$ cat src/rtl/game_pkg.sv
// Shared definitions for the sequence game: default widths, colour encoding
// and the state encoding of the sequence RAM arbiter.
package game_pkg;

    localparam int unsigned ADDR_W_DEF     = 6;
    localparam int unsigned DATA_W_DEF     = 2;
    localparam int unsigned MAX_CONSEC_DEF = 4;

    typedef enum logic [1:0] {
        RED    = 2'd0,
        GREEN  = 2'd1,
        BLUE   = 2'd2,
        YELLOW = 2'd3
    } colour_e;

    localparam logic [1:0] ST_IDLE  = 2'd0;
    localparam logic [1:0] ST_CLEAR = 2'd1;
    localparam logic [1:0] ST_DONE  = 2'd2;

endpackage

$ cat src/rtl/seq_ram.sv
// Single-port sequence RAM: synchronous write, registered read.
// The read register only updates on a read access, so it holds between reads.
module seq_ram #(
    parameter int unsigned ADDR_W = 6,
    parameter int unsigned DATA_W = 2
) (
    input  logic              clk,
    input  logic              en,
    input  logic              we,
    input  logic [ADDR_W-1:0] addr,
    input  logic [DATA_W-1:0] wdata,
    output logic [DATA_W-1:0] rdata
);

    localparam int unsigned DEPTH = 1 << ADDR_W;

    logic [DATA_W-1:0] mem [0:DEPTH-1];

    always_ff @(posedge clk) begin
        if (en) begin
            if (we) begin
                mem[addr] <= wdata;
            end else begin
                rdata <= mem[addr];
            end
        end
    end

endmodule

$ cat src/rtl/seq_mem_arbiter.sv
// Shares the sequence RAM between the game FSM (port A) and the replay player
// (port B), and owns the sweep engine that zeroes the RAM on command.
//
// state    | meaning
// ---------+-----------------------------------------------------------
// ST_IDLE  | arbitrate A/B; clear_start launches a sweep
// ST_CLEAR | write zero to one address per cycle, 0 .. DEPTH-1
// ST_DONE  | single cycle, clear_done pulse, back to ST_IDLE
module seq_mem_arbiter
    import game_pkg::*;
#(
    parameter int unsigned ADDR_W     = ADDR_W_DEF,
    parameter int unsigned DATA_W     = DATA_W_DEF,
    parameter int unsigned MAX_CONSEC = MAX_CONSEC_DEF
) (
    input  logic              clk,
    input  logic              rst,
    input  logic              clear_start,
    output logic              clear_busy,
    output logic              clear_done,
    input  logic              a_req,
    input  logic              a_we,
    input  logic [ADDR_W-1:0] a_addr,
    input  logic [DATA_W-1:0] a_wdata,
    output logic              a_gnt,
    output logic [DATA_W-1:0] a_rdata,
    output logic              a_rvalid,
    input  logic              b_req,
    input  logic              b_we,
    input  logic [ADDR_W-1:0] b_addr,
    input  logic [DATA_W-1:0] b_wdata,
    output logic              b_gnt,
    output logic [DATA_W-1:0] b_rdata,
    output logic              b_rvalid
);

    localparam logic [3:0]        MAX_C     = 4'(MAX_CONSEC);
    localparam logic [ADDR_W-1:0] LAST_ADDR = '1;

    logic [1:0]        state;
    logic [1:0]        state_nxt;
    logic [3:0]        consec;
    logic [ADDR_W-1:0] clr_addr;
    logic              arb_ok;
    logic              force_b;

    logic              ram_en;
    logic              ram_we;
    logic [ADDR_W-1:0] ram_addr;
    logic [DATA_W-1:0] ram_wdata;
    logic [DATA_W-1:0] ram_rdata;

    logic [DATA_W-1:0] a_hold;
    logic [DATA_W-1:0] b_hold;

    // clear_start beats any request in the same cycle
    assign arb_ok  = (state == ST_IDLE) && !clear_start;
    assign force_b = (consec == MAX_C);
    assign a_gnt   = arb_ok && a_req && !(b_req && force_b);
    assign b_gnt   = arb_ok && b_req && (!a_req || force_b);

    assign clear_busy = (state == ST_CLEAR);
    assign clear_done = (state == ST_DONE);

    always_comb begin
        ram_en    = 1'b0;
        ram_we    = 1'b0;
        ram_addr  = '0;
        ram_wdata = '0;
        if (state == ST_CLEAR) begin
            ram_en   = 1'b1;
            ram_we   = 1'b1;
            ram_addr = clr_addr;
        end else if (a_gnt) begin
            ram_en    = 1'b1;
            ram_we    = a_we;
            ram_addr  = a_addr;
            ram_wdata = a_wdata;
        end else if (b_gnt) begin
            ram_en    = 1'b1;
            ram_we    = b_we;
            ram_addr  = b_addr;
            ram_wdata = b_wdata;
        end
    end

    always_comb begin
        state_nxt = state;
        case (state)
            ST_IDLE:  if (clear_start) state_nxt = ST_CLEAR;
            ST_CLEAR: if (clr_addr == LAST_ADDR) state_nxt = ST_DONE;
            ST_DONE:  state_nxt = ST_IDLE;
            default:  state_nxt = ST_IDLE;
        endcase
    end

    always_ff @(posedge clk) begin
        if (rst) begin
            state    <= ST_IDLE;
            clr_addr <= '0;
        end else begin
            state <= state_nxt;
            if (state == ST_CLEAR) begin
                clr_addr <= clr_addr + 1'b1;
            end else begin
                clr_addr <= '0;
            end
        end
    end

    // consec counts A grants taken while B sits waiting
    always_ff @(posedge clk) begin
        if (rst) begin
            consec <= '0;
        end else if (!b_req || b_gnt) begin
            consec <= '0;
        end else if (a_gnt) begin
            consec <= consec + 1'b1;
        end
    end

    always_ff @(posedge clk) begin
        if (rst) begin
            a_rvalid <= 1'b0;
            b_rvalid <= 1'b0;
            a_hold   <= '0;
            b_hold   <= '0;
        end else begin
            a_rvalid <= a_gnt && !a_we;
            b_rvalid <= b_gnt && !b_we;
            if (a_rvalid) a_hold <= ram_rdata;
            if (b_rvalid) b_hold <= ram_rdata;
        end
    end

    // RAM read data is only meaningful in the rvalid cycle; otherwise hold
    assign a_rdata = a_rvalid ? ram_rdata : a_hold;
    assign b_rdata = b_rvalid ? ram_rdata : b_hold;

    seq_ram #(
        .ADDR_W (ADDR_W),
        .DATA_W (DATA_W)
    ) u_seq_ram (
        .clk   (clk),
        .en    (ram_en),
        .we    (ram_we),
        .addr  (ram_addr),
        .wdata (ram_wdata),
        .rdata (ram_rdata)
    );

endmodule
$ cat config.mk
export PLATFORM = sky130hd
export DESIGN_NAME = seq_mem_arbiter
export DESIGN_NICKNAME = d
export VERILOG_FILES = /design/src/rtl/game_pkg.sv /design/src/rtl/seq_ram.sv /design/src/rtl/seq_mem_arbiter.sv
export SDC_FILE = /design/constraint.sdc
export NUM_CORES = 1
export LEC_CHECK = 0
export ABC_AREA = 1
export CORE_MARGIN = 2
export CORE_UTILIZATION = 60
export DETAILED_ROUTE_END_ITERATION = 10
export PLACE_DENSITY_LB_ADDON = 0.12
export SYNTH_ARGS = -nofsm -noshare
export SYNTH_HDL_FRONTEND = slang
export SYNTH_HIERARCHICAL = 1
export SYNTH_SLANG_ARGS = --single-unit
$ cat constraint.sdc
create_clock -name clk -period 3.1 [get_ports clk]
set_clock_uncertainty 0.1 [all_clocks]
set_input_delay 0.31 -clock clk [delete_from_list [all_inputs] [get_ports clk]]
set_output_delay 0.31 -clock clk [all_outputs]
set_load 0.01 [all_outputs]
==> results.cfg, run 1 <==
[cells_and_area]
diodes = 0
fill_cells = 769
post-route-util_pct = 73.8
area_growth_pct = 18.7
drive_above_1_share_pct = 9.90
stdcell_area_um2 = 8070
num-nets-final = 831

[global_routing]
antenna_found_initial = 0
grtUsageTotal_pct = 26.1
grt_pass1_vias = 4969
grt_max_degree = 65
grt_first_pass_wirelength_mm = 24.7
grt_overflow = 0

[route]
drt_iter0_markers = 448
drc = 0
vias = 5101
viasPerCell = 5.32
antenna_left = 0
routedWlPerCell_um = 15.6
dr.pass1.iters = 5
finalWirelength_mm = 14.9

[floorplan]
core-area_um2 = 10900
dieArea_um2 = 12200
num_io_pins = 33
rows = 38
die_w_um = 110
fp.dieH_um = 110
initial_core_util_pct = 62.2

[timing]
tightest_slew_ns = 0.629
finalSetupViolCount = 0
slew_violations = 0
rsz0062_at_grt = no
fin_setup_tns_ns = 0
fin_crit_sh_pct = 90.4
final-hold-violation-count = 0
hold_ws_ns = 0.375
relSlewSlack_pct = 58.1
max_freq_mhz = 357
fin_crit_ns = 2.80

[synth]
post-synth-top-count-cell = nand2_1
synthTopCellsByCount = 350 x nand2_1, 130 x edfxtp_1, 88 x nor2_1, 41 x inv_1, 28 x nand3_1
yosysSeqAreaShare_pct = 62.7
ys_ff_latch = 148
async_flop_share_pct = 0
synthCells = 746
synth_edf_count = 130
ys.flop_type = edfxtp_1
synth-compound-area-share_pct = 1.99
synth_fp_nets = 772
synthMuxAreaShare_pct = 0
synth_top_family_by_area = simple AND/OR/NAND/NOR gates
yosysTopAreaCell = edfxtp_1
syn_avg_cell_area_um2 = 9.11
yosys.area.top_type_share_pct = 57.4
syn_area_um2 = 6800
yosys.area_share.adder_pct = 0.552
synth_xor_area_share_pct = 0.129
ys_warn_count = 6
synthTopCellsByArea = edfxtp_1 57%, nand2_1 19%, dfxtp_1 5.3%
yosysUniqueCellTypes = 32
yosys.area_share.simple_pct = 29.8

[power]
p_sw_share_pct = 21.7
ir_drop_v = 0.000475
internal_power_uw = 3650
power-per-cell-area_nw_per_um2 = 578
switching_power_uw = 1010
clockPowerShare_pct = 45.1
combPwrFrac_pct = 7.9
seqPwrFrac_pct = 46.9
power_uw = 4660
leakagePower_uw = 0.00335

[setup_path]
path_max_fanout = 10
end_kind = flip-flop
cp_cell_sequence = inv_1 > ha_1 > nand3_1 > nand2_1 > nand2_2 > inv_2 > nand2_1 > nand3_1 > nor2_1 > buf_4 > nand3_2 > nor2_1
path_buf_inv = 3
crit_slowest_cell = dfxtp_1
cp.required_ns = 3.10
critPathArrivalTime_ns = 2.81
path_delay_family = simple AND/OR/NAND/NOR gates
startpoint_type = flip-flop
path_class = flip-flop to flip-flop
slowest_delay_ns = 0.41

[placed_design]
gp_congestion = 0.891
port_buffers = 32
placed_cell_area_um2 = 7420
hpwl_mm = 9.76

[clocking]
clk_latency_ns = 0.42
clock_path_buffers = 2
post_cts_buffers = 0
post_cts_resized = 0
cts_buffers = 17
cts_max_level = 4
clk_pin_slew_ns = 0.06
cts_root_buf = clkbuf_16
postCtsHoldBufs = 0
cts.sinks = 148
cts_tree = built

[run_status]
status = finished, final reports clean

[hold_path]
hold_path_class = flip-flop to flip-flop

[flow_run]
drv_cap = 0
registers in the layout (all words and copies together) (netlist names):
signal,cells
u_seq_ram/mem,128
clr_addr,6
consec,4
a_hold,2
b_hold,2
state,2
u_seq_ram/rdata,2
a_rvalid,1
b_rvalid,1
per-layer routing:
layer	up-vias	wire length [um]	global-route usage (%)
met5	-	0	0
met4	0	467	11.6
met3	35	1060	6.53
met2	170	6990	41.5
met1	2363	6420	34.2
li1	2533	-	-
cells in the final DEF, fill, tap and decap left out, types with 4 or more instances in the layout:
master | netlist | layout
edfxtp_1 | 130 | 130
buf_4 | 1 | 31
nand2_2 | 4 | 4
nand3_1 | 28 | 26
o211ai_1 | 5 | 5
dfxtp_1 | 18 | 18
nand2_1 | 350 | 350
nor2_1 | 88 | 88
clkdlybuf4s50_1 | 0 | 32
a21oi_1 | 10 | 10
clkbuf_16 | 0 | 22
inv_1 | 41 | 41
clkbuf_8 | 0 | 4
o21ai_1 | 7 | 7
nor3_1 | 10 | 10
or2_1 | 6 | 6
power groups by stage:
stage | combinational, uW | sequential, uW | clock, uW
floorplan | 230 | 2230 | 0
global placement | 358 | 2230 | 0
finish | 370 | 2190 | 2100
CTS | 368 | 2190 | 2130
global route | 412 | 2190 | 2220
detailed placement | 365 | 2230 | 0
stage by stage:
stage          std cells  worst slack (ns)
6_report             958             0.297
5_1_grt              958           0.00531
4_1_cts              958             0.156
3_5_place_dp         926            0.0596
3_3_place_gp         926             0.124
2_1_floorplan        746             0.698
logic make-up after synthesis:
logic type / count (synthesis)
XOR/XNOR: 1
buffers and inverters: 70
AND/OR/NAND/NOR: 500
AO/OA/AOI/OAI: 24
adder cells (fa/ha/maj): 3
flip-flops: 148
cell type report:
type / instances / area (um^2) / area share (%)
Clock buffer: 28 / 613 / 7.60
Inverter: 45 / 174 / 2.16
Timing Repair Buffer: 65 / 593 / 7.35
Clock inverter: 4 / 23.8 / 0.295
Multi-Input combinational cell: 528 / 2230 / 27.6
Tap cell: 140 / 175 / 2.17
Sequential cell: 148 / 4260 / 52.8
worst reg2reg max path, stage by stage (launching register included):
cell and delay, ns:
dfxtp_1 0.41, inv_1 0.09, ha_1 0.24, nand3_1 0.10
nand2_1 0.07, nand2_2 0.11, inv_2 0.10, nand2_1 0.07
nand3_1 0.19, nor2_1 0.28, buf_4 0.19, nand3_2 0.24
nor2_1 0.30
final timing paths:
| path | cells after the start | slack [ns] | end | startpoint |
|---|---|---|---|---|
| setup reg to reg | 12 | 0.30 | u_seq_ram/mem[32][1] | consec[0] |
| setup / recovery | 12 | 0.30 | u_seq_ram/mem[32][1] | consec[0] |
| hold reg to reg | 2 | 0.38 | a_hold[1] | a_hold[1] |
| hold / removal | 2 | 0.38 | a_hold[1] | a_hold[1] |
Power figures use the tool's default switching activity.
==> run 2, diff against run 1 <==
- CTS_BUF_LIST: unset -> sky130_fd_sc_hd__clkbuf_16
- clock period: 3.1 -> 2.8 ns (I/O delays scaled with it)
==> run 2 against run 1 <==
Net effect:
- register-to-register slack worse by 0.16 ns
- maximum frequency grew 5.4%
- flip-flop and latch count unchanged
- total power is 11% higher
- critical path depth unchanged
- sequential share of layout area is 1.2 points lower
- sequential power is 11% higher
- non-clock buffer count rose by 22
- die area unchanged
- final cell count rose by 2.3%
- worst setup slack worse by 0.16 ns
==> results.cfg, run 2 (synthesis results as in run 1) <==
[route]
drt_iter0_markers = 481
vias = 5432
wl_met1_mm = 6.50
routedWlPerCell_um = 16.7
highest_layer = met4
antenna_left = 0
drc = 0
wl_met2_mm = 8.18
dr.pass1.iters = 5
dr_wl_met3_mm = 1.33
finalWirelength_mm = 16.4
viasPerCell = 5.54

[cells_and_area]
multiInputGateArea_um2 = 2240
final_cell_mix = 350 x nand2_1, 130 x edfxtp_1, 86 x nor2_1
top_regs = u_seq_ram/mem: 128 flops, clr_addr: 6 flops, consec: 4 flops
fill_cells = 782
num-nets-final = 853
post-route-util_pct = 75.6
largest_reg_flops = 128
diodes = 0
regMostFlops = u_seq_ram/mem
area_growth_pct = 21.6
stdcell_area_um2 = 8270
layout_commonest_cell = nand2_1
drive_above_1_share_pct = 12.5
regArea_um2 = 4270

[global_routing]
grt_pass1_vias = 5374
grt_overflow = 0
grt_max_degree = 65
grtUsageTotal_pct = 28.1
grt_first_pass_wirelength_mm = 26.5
antenna_found_initial = 0

[setup_path]
startpoint_type = flip-flop
critPathArrivalTime_ns = 2.67
cp_cell_sequence = inv_1 > ha_2 > nand3_1 > nand2_1 > nand2_2 > inv_4 > nand2_1 > nand3_1 > inv_1 > nor3_1 > inv_1 > nor2_1
path_class = flip-flop to flip-flop
critPathMostFrequentCell = inv_1
end_kind = flip-flop
path_delay_family = simple AND/OR/NAND/NOR gates
crit_slowest_cell = dfxtp_2
path_buf_inv = 4
slowest_delay_ns = 0.34
cp.required_ns = 2.82
path_max_fanout = 10

[floorplan]
fp.dieH_um = 110
dieArea_um2 = 12200
num_io_pins = 33
rows = 38
core-area_um2 = 10900
die_w_um = 110
initial_core_util_pct = 62.2

[timing]
fin_setup_tns_ns = 0
slew_violations = 0
final-hold-violation-count = 0
fin_crit_ns = 2.66
tightest_slew_ns = 0.412
finalSetupViolCount = 0
rsz0062_at_grt = yes
fin_crit_sh_pct = 95.0
relSlewSlack_pct = 72.4
hold_ws_ns = 0.360
max_freq_mhz = 376

[placed_design]
gp_congestion = 0.913
port_buffers = 32
hpwl_mm = 10.9
placed_cell_area_um2 = 7630

[clocking]
cts_tree = built
cts_buffers = 17
clock_path_buffers = 2
cts_max_level = 4
cts_root_buf = clkbuf_16
clk_pin_slew_ns = 0.06
post_cts_buffers = 0
cts.sinks = 148
clk_latency_ns = 0.44

[power]
combPwrFrac_pct = 8.7
internal_power_uw = 4040
seqPwrFrac_pct = 46.7
switching_power_uw = 1150
leakagePower_uw = 0.00347
p_sw_share_pct = 22.1
clockPowerShare_pct = 44.6
power_uw = 5190
power-per-cell-area_nw_per_um2 = 628
ir_drop_v = 0.000478

[hold_path]
hold_path_class = input port to flip-flop

[run_status]
status = finished, final reports clean

[flow_run]
drv_cap = 0
[run 2: cell count changes in the layout (fill, tap and decap cells not counted), sizes merged]
cell,delta
inv,+3
clkinvlp,+1
bufinv,+4
clkbuf,-11
buf,+22
clkinv,+3
[run 2: stage by stage]
step                worst slack (ns)  instances
global route                 -0.0509        980
floorplan                      0.398        746
detailed placement            -0.254        948
CTS                           0.0682        980
global placement              -0.241        948
finish                         0.141        980
[run 2: cell type report]
class | count | share of cell area (%)
timing repair buffer | 87 | 9.78
sequential | 148 | 51.6
multi-input combinational | 528 | 27.1
inverter | 45 | 2.13
clock inverter | 15 | 2.09
tap | 140 | 2.12
clock buffer | 17 | 5.15
[run 2: worst paths after layout]
check | end | cells after the start | from | slack (ns)
hold reg to reg | b_hold[0] | 2 | b_hold[0] | 0.38
setup / recovery | u_seq_ram/mem[20][0] | 12 | consec[0] | 0.14
setup reg to reg | u_seq_ram/mem[20][0] | 12 | consec[0] | 0.14
hold / removal | b_rvalid | 2 | b_we | 0.36
[run 2: what timing repair did]
action	in CTS	in global routing
hold buffers	0	0
hold endpoints to repair	0	0
resized for setup	4	7
pin swaps	0	1
gates cloned	0	0
endpoints found under the setup margin	35	130
[run 2: worst register-to-register path, delay by kind of cell, from the launching register on]
kind	cells	cell delay, ns
flip-flops	1	0.34
buffers and inverters	4	0.58
AND/OR/NAND/NOR	7	1.12
adder cells (fa/ha/maj)	1	0.21
[run 2: routing by layer]
metal	up-vias	track usage, %
met4	0	10.6
met1	2573	36.1
met3	43	6.97
li1	2580	-
met2	236	46.6
met5	-	0
[run 2: power groups by stage]
stage | Clock, uW | Combinational [uW] | Sequential [uW]
after floorplan | 0 | 255 | 2470
after global placement | 0 | 431 | 2470
after detailed placement | 0 | 442 | 2470
after CTS | 2330 | 448 | 2420
after global routing | 2410 | 497 | 2420
final | 2310 | 453 | 2420
